File: src/rtl/spi_slave_mode0.sv
//------------------------------------------------------------------------------
// Module   : spi_slave_mode0
// Brief    : SPI mode-0 slave, oversampled in the sys_clk domain. Deserializes
//            MOSI MSB-first into rx_data and serializes a one-deep buffered
//            transmit word onto MISO.
// Revision : 1.0 - initial release
//------------------------------------------------------------------------------
`default_nettype none

module spi_slave_mode0 #(
    parameter int DATA_WIDTH = 8
) (
    input  logic                  sys_clk,
    input  logic                  rst,
    input  logic                  spi_clk,
    input  logic                  spi_csn,
    input  logic                  spi_mosi,
    output logic                  spi_miso,
    output logic                  spi_miso_oe,
    input  logic [DATA_WIDTH-1:0] tx_data,
    input  logic                  tx_wr,
    output logic                  tx_ready,
    output logic [DATA_WIDTH-1:0] rx_data,
    output logic                  rx_vld,
    output logic                  tx_underrun,
    output logic                  rx_abort,
    output logic                  busy
);

    localparam int                 c_CNT_W    = $clog2(DATA_WIDTH + 1);
    localparam logic [c_CNT_W-1:0] c_LAST_BIT = c_CNT_W'(DATA_WIDTH - 1);

    typedef enum logic [0:0] {
        ST_IDLE   = 1'b0,
        ST_ACTIVE = 1'b1
    } state_t;

    state_t                r_state;
    state_t                w_state_nxt;

    logic                  r_sclk_s1, r_sclk_s2, r_sclk_s3;
    logic                  r_csn_s1, r_csn_s2, r_csn_s3;
    logic                  r_mosi_s1, r_mosi_s2;

    logic [DATA_WIDTH-1:0] r_tx_buf;
    logic                  r_tx_ready;
    logic [DATA_WIDTH-1:0] r_tx_shift;
    logic [DATA_WIDTH-1:0] r_rx_shift;
    logic [DATA_WIDTH-1:0] r_rx_data;
    logic [c_CNT_W-1:0]    r_bit_cnt;
    logic                  r_reload_pending;
    logic                  r_miso;
    logic                  r_rx_vld;
    logic                  r_tx_underrun;
    logic                  r_rx_abort;

    logic                  w_sclk_rise, w_sclk_fall, w_csn_fall, w_csn_rise;
    logic                  w_load, w_tx_shift, w_rx_shift, w_end, w_abort;
    logic                  w_word_done, w_underrun;
    logic [DATA_WIDTH-1:0] w_load_word;

    // Pin synchronizers. CSN stages reset low so that a CSN already held low
    // when reset releases never looks like a fresh select; a spurious rise is
    // harmless because IDLE ignores it.
    always_ff @(posedge sys_clk or posedge rst) begin
        if (rst) begin
            r_sclk_s1 <= 1'b0;
            r_sclk_s2 <= 1'b0;
            r_sclk_s3 <= 1'b0;
            r_csn_s1  <= 1'b0;
            r_csn_s2  <= 1'b0;
            r_csn_s3  <= 1'b0;
            r_mosi_s1 <= 1'b0;
            r_mosi_s2 <= 1'b0;
        end else begin
            r_sclk_s1 <= spi_clk;
            r_sclk_s2 <= r_sclk_s1;
            r_sclk_s3 <= r_sclk_s2;
            r_csn_s1  <= spi_csn;
            r_csn_s2  <= r_csn_s1;
            r_csn_s3  <= r_csn_s2;
            r_mosi_s1 <= spi_mosi;
            r_mosi_s2 <= r_mosi_s1;
        end
    end

    assign w_sclk_rise = r_sclk_s2 & ~r_sclk_s3;
    assign w_sclk_fall = ~r_sclk_s2 & r_sclk_s3;
    assign w_csn_fall  = ~r_csn_s2 & r_csn_s3;
    assign w_csn_rise  = r_csn_s2 & ~r_csn_s3;

    // State register.
    always_ff @(posedge sys_clk or posedge rst) begin
        if (rst) begin
            r_state <= ST_IDLE;
        end else begin
            r_state <= w_state_nxt;
        end
    end

    // Next-state and per-cycle datapath controls; CSN rise wins over SCLK edges.
    always_comb begin
        w_state_nxt = r_state;
        w_load      = 1'b0;
        w_tx_shift  = 1'b0;
        w_rx_shift  = 1'b0;
        w_end       = 1'b0;
        w_abort     = 1'b0;
        case (r_state)
            ST_IDLE: begin
                if (w_csn_fall) begin
                    w_state_nxt = ST_ACTIVE;
                    w_load      = 1'b1;
                end
            end
            ST_ACTIVE: begin
                if (w_csn_rise) begin
                    w_state_nxt = ST_IDLE;
                    w_end       = 1'b1;
                    w_abort     = (r_bit_cnt != '0);
                end else begin
                    w_rx_shift = w_sclk_rise;
                    if (w_sclk_fall) begin
                        w_load     = r_reload_pending;
                        w_tx_shift = ~r_reload_pending;
                    end
                end
            end
            default: w_state_nxt = ST_IDLE;
        endcase
    end

    assign w_word_done = w_rx_shift && (r_bit_cnt == c_LAST_BIT);

    // Word source for a load: buffered word, else a same-cycle write, else zeros.
    assign w_load_word = !r_tx_ready ? r_tx_buf : (tx_wr ? tx_data : '0);
    assign w_underrun  = w_load & r_tx_ready & ~tx_wr;

    // Transmit buffer, shift registers, bit counter and status pulses.
    always_ff @(posedge sys_clk or posedge rst) begin
        if (rst) begin
            r_tx_buf         <= '0;
            r_tx_ready       <= 1'b1;
            r_tx_shift       <= '0;
            r_rx_shift       <= '0;
            r_rx_data        <= '0;
            r_bit_cnt        <= '0;
            r_reload_pending <= 1'b0;
            r_miso           <= 1'b0;
            r_rx_vld         <= 1'b0;
            r_tx_underrun    <= 1'b0;
            r_rx_abort       <= 1'b0;
        end else begin
            r_rx_vld      <= 1'b0;
            r_tx_underrun <= w_underrun;
            r_rx_abort    <= w_abort;

            // A load consumes a full buffer; a same-cycle write on an empty
            // buffer goes straight to the shifter and is not also buffered.
            if (w_load) begin
                if (!r_tx_ready) begin
                    r_tx_ready <= 1'b1;
                end
            end else if (tx_wr && r_tx_ready) begin
                r_tx_buf   <= tx_data;
                r_tx_ready <= 1'b0;
            end

            if (w_load) begin
                r_tx_shift <= w_load_word;
                r_miso     <= w_load_word[DATA_WIDTH-1];
            end else if (w_tx_shift) begin
                r_tx_shift <= {r_tx_shift[DATA_WIDTH-2:0], 1'b0};
                r_miso     <= r_tx_shift[DATA_WIDTH-2];
            end else if (w_end) begin
                r_miso <= 1'b0;
            end

            if (w_end) begin
                r_rx_shift <= '0;
            end else if (w_rx_shift) begin
                r_rx_shift <= {r_rx_shift[DATA_WIDTH-2:0], r_mosi_s2};
            end

            if (w_end || (r_state == ST_IDLE)) begin
                r_bit_cnt <= '0;
            end else if (w_rx_shift) begin
                r_bit_cnt <= w_word_done ? '0 : r_bit_cnt + c_CNT_W'(1);
            end

            if (w_word_done) begin
                r_rx_data <= {r_rx_shift[DATA_WIDTH-2:0], r_mosi_s2};
                r_rx_vld  <= 1'b1;
            end

            if (w_end || w_load) begin
                r_reload_pending <= 1'b0;
            end else if (w_word_done) begin
                r_reload_pending <= 1'b1;
            end
        end
    end

    assign spi_miso    = r_miso;
    assign spi_miso_oe = (r_state == ST_ACTIVE);
    assign busy        = (r_state == ST_ACTIVE);
    assign tx_ready    = r_tx_ready;
    assign rx_data     = r_rx_data;
    assign rx_vld      = r_rx_vld;
    assign tx_underrun = r_tx_underrun;
    assign rx_abort    = r_rx_abort;

endmodule

`default_nettype wire

File: config.mk
export PLATFORM = sky130hd
export DESIGN_NAME = spi_slave_mode0
export DESIGN_NICKNAME = d
export VERILOG_FILES = /design/src/rtl/spi_slave_mode0.sv
export SDC_FILE = /design/constraint.sdc
export NUM_CORES = 1
export LEC_CHECK = 0
export BUFFER_PORTS_ARGS = -buffer_cell sky130_fd_sc_hd__clkbuf_2
export CAP_MARGIN = 20
export CORE_MARGIN = 2
export CORE_UTILIZATION = 56
export CTS_CLUSTER_SIZE = 16
export DETAILED_ROUTE_END_ITERATION = 10
export PLACE_DENSITY_LB_ADDON = 0.2
export SLEW_MARGIN = 20
export SYNTH_ARGS = -nofsm -noshare
export SYNTH_HDL_FRONTEND = slang
export SYNTH_SLANG_ARGS = --single-unit
File: constraint.sdc
create_clock -name sys_clk -period 2.1 [get_ports sys_clk]
set_input_delay 0.315 -clock sys_clk [delete_from_list [all_inputs] [get_ports sys_clk]]
set_output_delay 0.315 -clock sys_clk [all_outputs]
set_load 0.005 [all_outputs]
== Yosys cells after proc, flatten, opt, wreduce, memory -nomap -nowiden ==
Cells that the tools add are included.

* Register bits: 49
* Bits of input ports: 14
* Output and inout bits: 15
* Word-level logic and storage cells: 80

* Add/sub/neg operators: 1
* Equality and inequality tests: 1
* Muxes and demuxes: 32
* Bitwise operators: 14
* Reductions and logical operators: 12

{| class="wikitable"
|+ Operator list
! cell !! number
|-
| $mux W7 || 4
|-
| $mux W1 || 21
|-
| $mux W8 || 2
|-
| $mux W4 || 3
|-
| $reduce_bool A2 Y1 || 5
|-
| $not A1 Y1 || 8
|-
| $and A1 B1 Y1 || 6
|-
| $add A4 B1 Y4 const B || 1
|-
| $eq A4 B3 Y1 const B || 1
|-
| $pmux W1 S2 || 2
|-
| $reduce_bool A4 Y1 || 1
|-
| $reduce_bool A3 Y1 || 1
|-
| $logic_and A1 B1 Y1 || 2
|-
| $logic_or A1 B1 Y1 || 2
|-
| $reduce_and A2 Y1 || 1
|}

== Depth between registers and ports, before layout ==
Gate-level depths: netlist (run 1).

* Depth in word-level cells: 8
* Gate-level depth with buffers: 6
* Depth with buffers taken out: 5

== Worst setup path before layout (run 1) ==
No wires, ideal clock.

* Kind: register to register
* Start point: register r_tx_ready, in the netlist tx_ready
* End point: register r_tx_buf[0]
* Setup time: 0.125 ns
* Arrival time: 1.497 ns
* Required time: 1.975 ns
* Setup slack: 0.478 ns
* Cell stages (with the launch flop): 5
* Path buffers: 1
* Period minus slack after synthesis: 1.622 ns
* Cell sequence: dfstp_2 and2_1 buf_2 nor3b_4 mux2_2

* Cells in the longest elaborated chain, start to end: 2

{| class="wikitable"
|+ RTL lines
! what !! line !! source
|-
| from (decl) || 46 || <nowiki>logic r_tx_ready;</nowiki>
|-
| from (signal assigned) || 143 || <nowiki>r_tx_ready <= 1'b1;</nowiki>
|-
| from (signal assigned) || 162 || <nowiki>r_tx_ready <= 1'b1;</nowiki>
|-
| from (signal assigned) || 166 || <nowiki>r_tx_ready <= 1'b0;</nowiki>
|-
| $logic_and A1 B1 Y1 || 164 || <nowiki>end else if (tx_wr && r_tx_ready) begin</nowiki>
|-
| $reduce_and A2 Y1 (no source line) || - ||
|-
| to (signal assigned) || 165 || <nowiki>r_tx_buf <= tx_data;</nowiki>
|-
| to (decl) || 45 || <nowiki>logic [DATA_WIDTH-1:0] r_tx_buf;</nowiki>
|}

No other way between the ends.
A chain may end at the register's enable or synchronous reset.

== Worst setup path in the final report (run 1) ==
* Start point: register r_tx_ready, in the netlist tx_ready
* End point: register r_tx_buf[6]

The elaborated chain is that of the path after synthesis.

==> results of run 1 <==
==> flip-flops by register name (all words and copies together) (netlist names), 4 cells and up <==
| signal | count |
|---|---|
| rx_data | 8 |
| r_bit_cnt | 4 |
| r_tx_shift | 7 |
| r_tx_buf | 8 |
| r_rx_shift | 7 |
==> through the flow <==
stage / power [mW] / utilization [%] / hold slack (ns)
global placement: 1.49 / 63.2 / 0.332
floorplan: 1.41 / - / 0.331
detailed placement: 1.52 / 63.2 / 0.339
CTS: 2.29 / 66.9 / 0.0438
global route: 2.38 / 66.9 / 0.0767
finish: 2.28 / 66.9 / 0.0223
==> kinds of logic after synthesis <==
family / share of synthesized area, %
simple gates: 13.7
flops: 58.4
mux: 14.7
compound gates: 7.92
buf+inv: 3.63
fa+ha+maj: 1.19
xor+xnor: 0.417
==> critical path, cell delays in order (launching register included) <==
cell,delay (ns)
dfstp_2,0.65
and2_1,0.18
nor3b_4,0.40
mux2_2,0.39
==> power groups by stage <==
stage                     Combinational [mW]  Sequential, mW  Clock (mW)
after floorplan                        0.258            1.15           0
after global placement                 0.306            1.18           0
after detailed placement               0.325            1.19           0
after CTS                              0.325            1.18       0.791
after global routing                   0.363            1.19       0.832
final                                  0.317            1.18       0.786
==> area by class of cell <==
type | instances | area share [%]
timing repair buffer | 31 | 7.21
sequential | 49 | 50.5
multi-input combinational | 111 | 32.8
clock inverter | 3 | 2.68
inverter | 10 | 1.54
tap | 48 | 2.47
clock buffer | 5 | 2.83
==> cell usage in the layout (no fill, tap or decap), drive strengths merged <==
cell type	netlist	final
a211oi	2	2
a21boi	1	1
a21o	1	1
a21oi	14	14
and2	1	1
and3	1	1
buf	4	3
bufinv	0	2
clkbuf	2	33
clkinv	0	1
dfrtp	48	48
dfstp	1	1
ha	2	2
inv	10	10
mux2	15	15
mux2i	14	14
nand2	19	19
nand2b	2	2
nand3	3	3
nand4	1	1
nand4b	1	1
nor2	7	7
nor2b	9	9
nor3	1	1
nor3b	2	2
o211ai	1	1
o21ai	6	6
o21bai	1	1
o221a	1	1
o22ai	1	1
or2	2	2
or3	1	1
or4	1	1
xor2	1	1
==> how the worst max path moves through the flow <==
stage / start / end / slack, ns / depth (start not counted)
5_1_grt: busy$_DFF_PP0_ / r_tx_shift[4]$_DFFE_PP0P_ / 0.26 / 4
6_report: tx_ready$_DFFE_PP1P_ / r_tx_buf[6]$_DFFE_PP0P_ / 0.36 / 3
2_1_floorplan: tx_ready$_DFFE_PP1P_ / r_tx_buf[0]$_DFFE_PP0P_ / 0.48 / 4
4_1_cts: tx_ready$_DFFE_PP1P_ / r_tx_buf[6]$_DFFE_PP0P_ / 0.36 / 3
3_3_place_gp: tx_ready$_DFFE_PP1P_ / r_tx_buf[2]$_DFFE_PP0P_ / 0.43 / 3
3_5_place_dp: tx_ready$_DFFE_PP1P_ / r_tx_buf[6]$_DFFE_PP0P_ / 0.37 / 3
==> metal layers <==
layer,vias up,wire (um)
li1,664,-
met5,-,0
met2,28,1900
met3,8,166
met1,673,1510
met4,0,57
==> reports/qor.csv, run 1 <==
metric,value,unit
clkSinkCount,49,
ys_seq_elements,49,
path_class,flop to flop,
post_synth_instance_area,2100,um2
hold_violations,0,
grt_pass1_vias,1400,
groute.layer.met2.usage,34.9,%
grt_use_met3,5.82,%
synth_top_cell_by_area,dfrtp_1,
met1_usage,22.2,%
cellPowerDensity,937,nW/um2
htree_levels,2,
clk_pin_slew,0.09,ns
drive_gt1_share,30.1,%
syn_inst,176,
clockBufferDepth,2,
tightest_slew,0.531,ns
setup_viol,0,
overflow,0,
antennaDiodeCount,0,
die_w,65.3,um
intPower,1.73,mW
p_clk_share,34.5,%
design_area,2430,um2
drt-vias-per-instance,5.34,
async_reset_ff_share,100,%
seq_area,1230,um2
cp.required,2.29,ns
maxCapViolCount,0,
ys_warn_count,0,
wl_per_cell,14.1,um
gp_congestion,0.859,
busiest_layer,met2,
ys_seq_area_share,58.4,%
ir_drop,700,uV
slew_headroom,64.5,%
cellLeakagePower,1.20,nW
synth_most_common_cell,dfrtp_1,
start_kind,flop,
drc,0,
core_area,3630,um2
finalWirelength,3.63,mm
netSwitchingFraction,24.3,%
fp.dieArea,4260,um2
dp_slack,0.373,ns
final_antenna_net_count,0,
fin_skew,0.00772,ns
io_buffers,28,
placed_cells,249,
cts_buffers,5,
rsz0062_at_grt,false,
synth_top_flop_cell,dfrtp_1,
post-route-period-util,82.7,%
reg2reg_to,r_tx_buf[6]$_DFFE_PP0P_,
finalNetCount,224,
outcome,"finished, final reports clean",
drt_first_pass_iters,4,
grt_max_degree,26,
synth_edf_count,0,
clock_latency,0.30,ns
multi_input_area,797,um2
placed_area,2300,um2
place_hpwl,2.65,mm
vias,1373,
fin_tns_setup,0,ns
io_pins,29,
cts_hold_buf,0,
fin_crit,1.74,ns
yosysTopAreaCellShare,57.2,%
syn_nets,192,
yosysUniqueCellTypes,38,
root_buffer,clkbuf_8,
start_util,57.8,%
fin_cells,257,
critPathCaptureType,flop,
synthTopCellsByArea,"dfrtp_1 57%, mux2_2 8.0%, mux2i_1 6.7%",
drt-initial-drc-count,68,
gr-usage-all-layers,19.8,%
cts_tree,built,
grt_pass1_wl,6.24,mm
comb_power_share,13.9,%
switching_power,0.554,mW
clock.fmax,576,MHz
fp.dieH,65.3,um
worstPathArrival,1.93,ns
power_frac_seq,51.6,%
postCtsSetupBuffers,0,
critPathMaxFanout,12,
syn_area_per_cell,11.9,um2
cts.repair.resized,0,
synth_commonest_cells,"48 x dfrtp_1, 18 x nand2_1, 15 x mux2_2, 14 x a21oi_1, 14 x mux2i_1",
area_growth_syn_to_layout,15.7,%
hold_class,input pin to asynchronous set/reset pin,
antenna_found_initial,0,
slew_violations,0,
finalWorstSetupSlack,0.362,ns
r2r_setup_slack,0.36,ns
rows,22,
r2r_cells,3,
filler_cell_count,291,
rr_startpoint,tx_ready$_DFFE_PP1P_,
No activity file was read; power rests on OpenSTA's default activity.
==> run 2: changes to the inputs <==
--- a/config.mk
+++ b/config.mk
@@ -8,7 +8,7 @@
 export BUFFER_PORTS_ARGS = -buffer_cell sky130_fd_sc_hd__clkbuf_2
 export CAP_MARGIN = 20
 export CORE_MARGIN = 2
-export CORE_UTILIZATION = 56
+export CORE_UTILIZATION = 50
 export CTS_CLUSTER_SIZE = 16
 export DETAILED_ROUTE_END_ITERATION = 10
 export PLACE_DENSITY_LB_ADDON = 0.2
==> constraint.sdc (replaced) <==
create_clock -name sys_clk -period 1.5 [get_ports sys_clk]
set_input_delay 0.225 -clock sys_clk [delete_from_list [all_inputs] [get_ports sys_clk]]
set_output_delay 0.225 -clock sys_clk [all_outputs]
set_load 0.005 [all_outputs]
==> run 2 against run 1 <==
  * The run now ends with setup timing left
  * Sequential share of layout area down 3.1 points
  * Critical path depth is 2 higher
  * Routed wire length is 11% higher
  * Register-to-register slack worse by 0.41 ns
  * Non-clock buffer count up 16
  * Clock skew is 0.0023 ns higher
  * Clock power up 19%
  * Fmax is 12% higher
==> reports/qor.csv, run 2 (synthesized netlist as in run 1, its figures left out) <==
metric,value,unit
worstHoldPathCells,1,
post-route-period-util,103,%
io_buffers,28,
cp.required,1.69,ns
drc,0,
slew_headroom,66.2,%
busiest_layer,met2,
finalWirelength,4.03,mm
groute.layer.met2.usage,32.0,%
critPathMaxFanout,8,
outcome,"finished, violations left",
antenna_found_initial,0,
start_util,52.1,%
drive_gt1_share,36.7,%
p_clk_share,30.4,%
ir_drop,840,uV
clock.fmax,647,MHz
intPower,2.30,mW
area_growth_syn_to_layout,23.4,%
slew_violations,0,
hold_violations,0,
finalWorstSetupSlack,-0.0465,ns
critPathCaptureType,flop,
antennaDiodeCount,0,
io_pins,29,
placed_area,2370,um2
grt_max_degree,29,
p_total,3.08,mW
setup_viol,10,
overflow,0,
start_kind,flop,
comb_power_share,16.9,%
power_frac_seq,52.7,%
cts_tree,built,
path_class,flop to flop,
final_cell_mix,"47 x dfrtp_1, 28 x clkbuf_2, 18 x nand2_1",
maxCapViolCount,0,
core_area,4030,um2
clock_latency,0.30,ns
grt_use_met3,6.17,%
r2r_cells,5,
die_w,68.8,um
clockBufferDepth,2,
fp.dieArea,4740,um2
fp.dieH,68.8,um
root_buffer,clkbuf_8,
drt-initial-drc-count,55,
final_util,64.3,%
netSwitchingFraction,25.5,%
rows,23,
design_area,2590,um2
grt_pass1_wl,6.49,mm
drt-vias-per-instance,5.23,
clkSinkCount,49,
finalNetCount,241,
vias,1444,
cts_buffers,5,
tightest_slew,0.506,ns
hold_class,input pin to flop,
htree_levels,2,
drt_first_pass_iters,4,
cellPowerDensity,1190,nW/um2
violations,setup timing,
switching_power,0.788,mW
wl_per_cell,14.6,um
fin_crit,1.55,ns
final_common_cell,dfrtp_1,
place_hpwl,2.83,mm
final_antenna_net_count,0,
fin_skew,0.0100,ns
met1_usage,22.9,%
clk_pin_slew,0.09,ns
cellLeakagePower,1.29,nW
gp_congestion,0.756,
worstPathArrival,1.74,ns
gr-usage-all-layers,19.1,%
grt_pass1_vias,1415,
rsz0062_at_grt,true,
[run 2: cell types whose count changed in the layout (fill, tap and decap cells not counted), moves of 2 or more]
cell    change
buf_4      +12
buf_12      +2
nor2_1      -2
nor2_2      +2
[run 2: per-layer routing]
layer / part of all wire (%) / vias to the layer above
met5: 0 / -
met4: 1.7 / 0
met3: 4.6 / 8
met2: 50 / 39
met1: 44 / 700
li1: - / 697
[run 2: critical path: stages, from the launching register on]
cell,delay (ns)
dfrtp_2,0.43
or2_1,0.26
a21boi_2,0.26
nor3b_4,0.08
buf_12,0.14
mux2_2,0.27
[run 2: power by group through the flow]
stage	clock [mW]	sequential [mW]	combinational [mW]
4_1_cts	0.951	1.62	0.517
5_1_grt	1.01	1.65	0.588
3_3_place_gp	0	1.64	0.470
2_1_floorplan	0	1.62	0.364
6_report	0.937	1.62	0.522
3_5_place_dp	0	1.65	0.493
[run 2: through the flow]
step	setup TNS (ns)	hold slack (ns)	setup WS [ns]	cells
floorplan	-0.731	0.256	-0.0905	176
global placement	-0.929	0.249	-0.134	261
detailed placement	-1.48	0.262	-0.173	261
CTS	-0.332	0.0182	-0.0551	273
global route	-1.52	0.00498	-0.114	276
finish	-0.290	0.0253	-0.0465	276
[run 2: final timing paths]
kind                                      from  slack (ns)                   endpoint
max                         r_csn_s2$_DFF_PP0_       -0.05    r_tx_buf[6]$_DFFE_PP0P_
max reg2reg                 r_csn_s2$_DFF_PP0_       -0.05    r_tx_buf[6]$_DFFE_PP0P_
min in group asynchronous                  rst        0.48  r_rx_shift[0]$_DFFE_PP0P_
min reg2reg                r_sclk_s1$_DFF_PP0_        0.35        r_sclk_s2$_DFF_PP0_
max in group asynchronous                  rst        0.49         r_csn_s2$_DFF_PP0_
min                                   spi_mosi        0.03        r_mosi_s1$_DFF_PP0_
[run 2: area by class of cell]
class	instances	area [um2]
clock buffer	6	72.6
tap	50	62.6
timing repair buffer	47	327
multi-input combinational	112	826
clock inverter	2	38.8
inverter	10	37.5
sequential	49	1230
fill	301	1440
[run 2: repair_timing]
action	4_1_cts	5_1_grt
gates resized for setup	4	5
setup buffers	4	3
hold buffers	1	0
pin swaps	2	4
endpoints found under the hold margin	20	0
cloned	0	1
endpoints found under the setup margin	24	29
==> run 3: changes to the inputs <==
--- a/config.mk
+++ b/config.mk
@@ -12,6 +12,7 @@
 export CTS_CLUSTER_SIZE = 16
 export DETAILED_ROUTE_END_ITERATION = 10
 export PLACE_DENSITY_LB_ADDON = 0.2
+export REMOVE_ABC_BUFFERS = 1
 export SLEW_MARGIN = 20
 export SYNTH_ARGS = -nofsm -noshare
 export SYNTH_HDL_FRONTEND = slang
==> run 3 against run 2 <==
  * The flow still finishes with violations (setup timing)
  * Clock skew shrank 0.0019 ns
  * Clock-buffer cell count is the same
  * Final area grew 0.43%
  * Register-to-register slack is essentially flat
  * Non-clock buffer count is the same
  * Global-route usage shrank 1.2 points
  * Final cell count shrank 0.36%
  * Critical endpoint is now r_tx_buf[2]$_DFFE_PP0P_
==> reports/qor.csv, run 3 (synthesized netlist as in run 1, its figures left out) <==
metric,value,unit
fp.dieH,68.8,um
tightest_slew,0.405,ns
outcome,"finished, violations left",
finalNetCount,240,
p_total,3.11,mW
fin_skew,0.00809,ns
grt_max_degree,23,
root_buffer,clkbuf_8,
drt_first_pass_iters,4,
r2r_cells,5,
critPathCaptureType,flop,
hold_class,input pin to flop,
htree_levels,2,
fp.dieArea,4740,um2
start_util,52.1,%
clkSinkCount,49,
hold_end,r_mosi_s1$_DFF_PP0_,
slew_violations,0,
drt-initial-drc-count,48,
r2r_setup_slack,-0.05,ns
cts_tree,built,
gp_congestion,0.825,
crit_chain,nand4b_1 > a21boi_2 > nor3b_4 > buf_6 > mux2_4,
maxCapViolCount,0,
finalWirelength,3.78,mm
clk_pin_slew,0.09,ns
cp.required,1.68,ns
cpPeakStageDelay,0.42,ns
area_growth_syn_to_layout,23.9,%
rsz0062_at_grt,true,
rows,23,
hp-start,spi_mosi,
drt-vias-per-instance,5.13,
cpMaxStageDelayCell,dfrtp_1,
grt_pass1_vias,1381,
wl_per_cell,13.7,um
setup_viol,8,
die_w,68.8,um
clock_latency,0.30,ns
vias,1412,
cts_buffers,5,
rr_startpoint,r_sclk_s2$_DFF_PP0_,
io_pins,29,
finalWorstSetupSlack,-0.0510,ns
final_common_cell,dfrtp_1,
cellPowerDensity,1190,nW/um2
grt_pass1_wl,6.18,mm
worstHoldPathCells,1,
drc,0,
clockBufferDepth,2,
fin_crit,1.55,ns
clock.fmax,645,MHz
reg2reg_to,r_tx_buf[2]$_DFFE_PP0P_,
hold_violations,0,
worstPathArrival,1.74,ns
antenna_found_initial,0,
slew_headroom,72.9,%
whs,0.0245,ns
cellLeakagePower,1.30,nW
place_hpwl,2.81,mm
final_util,64.6,%
filler_cell_count,336,
start_kind,flop,
io_buffers,28,
antennaDiodeCount,0,
final_antenna_net_count,0,
critPathMaxFanout,8,
drive_gt1_share,37.3,%
gr-usage-all-layers,17.9,%
core_area,4030,um2
overflow,0,
final_cell_mix,"48 x dfrtp_1, 28 x clkbuf_2, 18 x nand2_1",
violations,setup timing,
placed_area,2420,um2
path_class,flop to flop,
design_area,2600,um2
ir_drop,741,uV
post-route-period-util,103,%
==> run 3: layer usage <==
metal | routed length, um | vias to the layer above | GRT usage (%) | share of wire (%)
met5 | 0 | - | 0 | 0
met4 | 51 | 0 | 8.82 | 1.4
met3 | 120 | 5 | 3.90 | 3.2
met2 | 1960 | 25 | 31.0 | 52
met1 | 1640 | 686 | 20.9 | 44
li1 | - | 696 | - | -
==> run 3: per-stage QoR <==
| stage | TNS [ns] | worst slack [ns] | instances |
|---|---|---|---|
| after floorplan | -2.80 | -0.230 | 170 |
| after global placement | -0.193 | -0.0284 | 265 |
| after detailed placement | -0.382 | -0.0609 | 265 |
| after CTS | -0.240 | -0.0517 | 274 |
| after global routing | -1.46 | -0.117 | 275 |
| final | -0.169 | -0.0510 | 275 |
==> run 3: worst max-delay path, delay by kind of cell (launching register included) <==
kind / cells / cell delay (ns)
DFF: 1 / 0.42
AOI/OAI and AO/OA: 1 / 0.27
and+or+nand+nor: 2 / 0.32
muxes: 1 / 0.29
buffers and inverters: 1 / 0.14
==> run 3: worst max path at each step <==
stage                    startpoint                       to  slack [ns]  depth (start not counted)
2_1_floorplan  tx_ready$_DFFE_PP1P_  r_tx_buf[0]$_DFFE_PP0P_       -0.23                          3
3_3_place_gp         busy$_DFF_PP0_  r_tx_buf[4]$_DFFE_PP0P_       -0.03                          6
3_5_place_dp         busy$_DFF_PP0_  r_tx_buf[7]$_DFFE_PP0P_       -0.06                          6
4_1_cts         r_sclk_s2$_DFF_PP0_  r_tx_buf[2]$_DFFE_PP0P_       -0.05                          5
5_1_grt         r_sclk_s2$_DFF_PP0_  r_tx_buf[2]$_DFFE_PP0P_       -0.12                          5
6_report        r_sclk_s2$_DFF_PP0_  r_tx_buf[2]$_DFFE_PP0P_       -0.05                          5
==> run 3: where the power goes <==
| part | switching [mW] | internal, mW |
|---|---|---|
| clock network | 0.428 | 0.542 |
| registers | 0.107 | 1.51 |
| logic | 0.230 | 0.285 |
==> run 3: timing repair <==
action | 4_1_cts | 5_1_grt
hold endpoints to repair | 16 | 0
hold buffers | 1 | 0
endpoints found under the setup margin | 12 | 27
buffers inserted | 1 | 1
pin swaps | 1 | 0
resized for setup | 6 | 4
==> run 3: final cells by class <==
type	instances	area [um2]	share of cell area, %
sequential	49	1230	47.1
multi-input combinational	111	826	31.7
timing repair buffer	47	330	12.7
clock buffer	6	82.6	3.17
tap	50	62.6	2.40
clock inverter	2	37.5	1.44
inverter	10	37.5	1.44
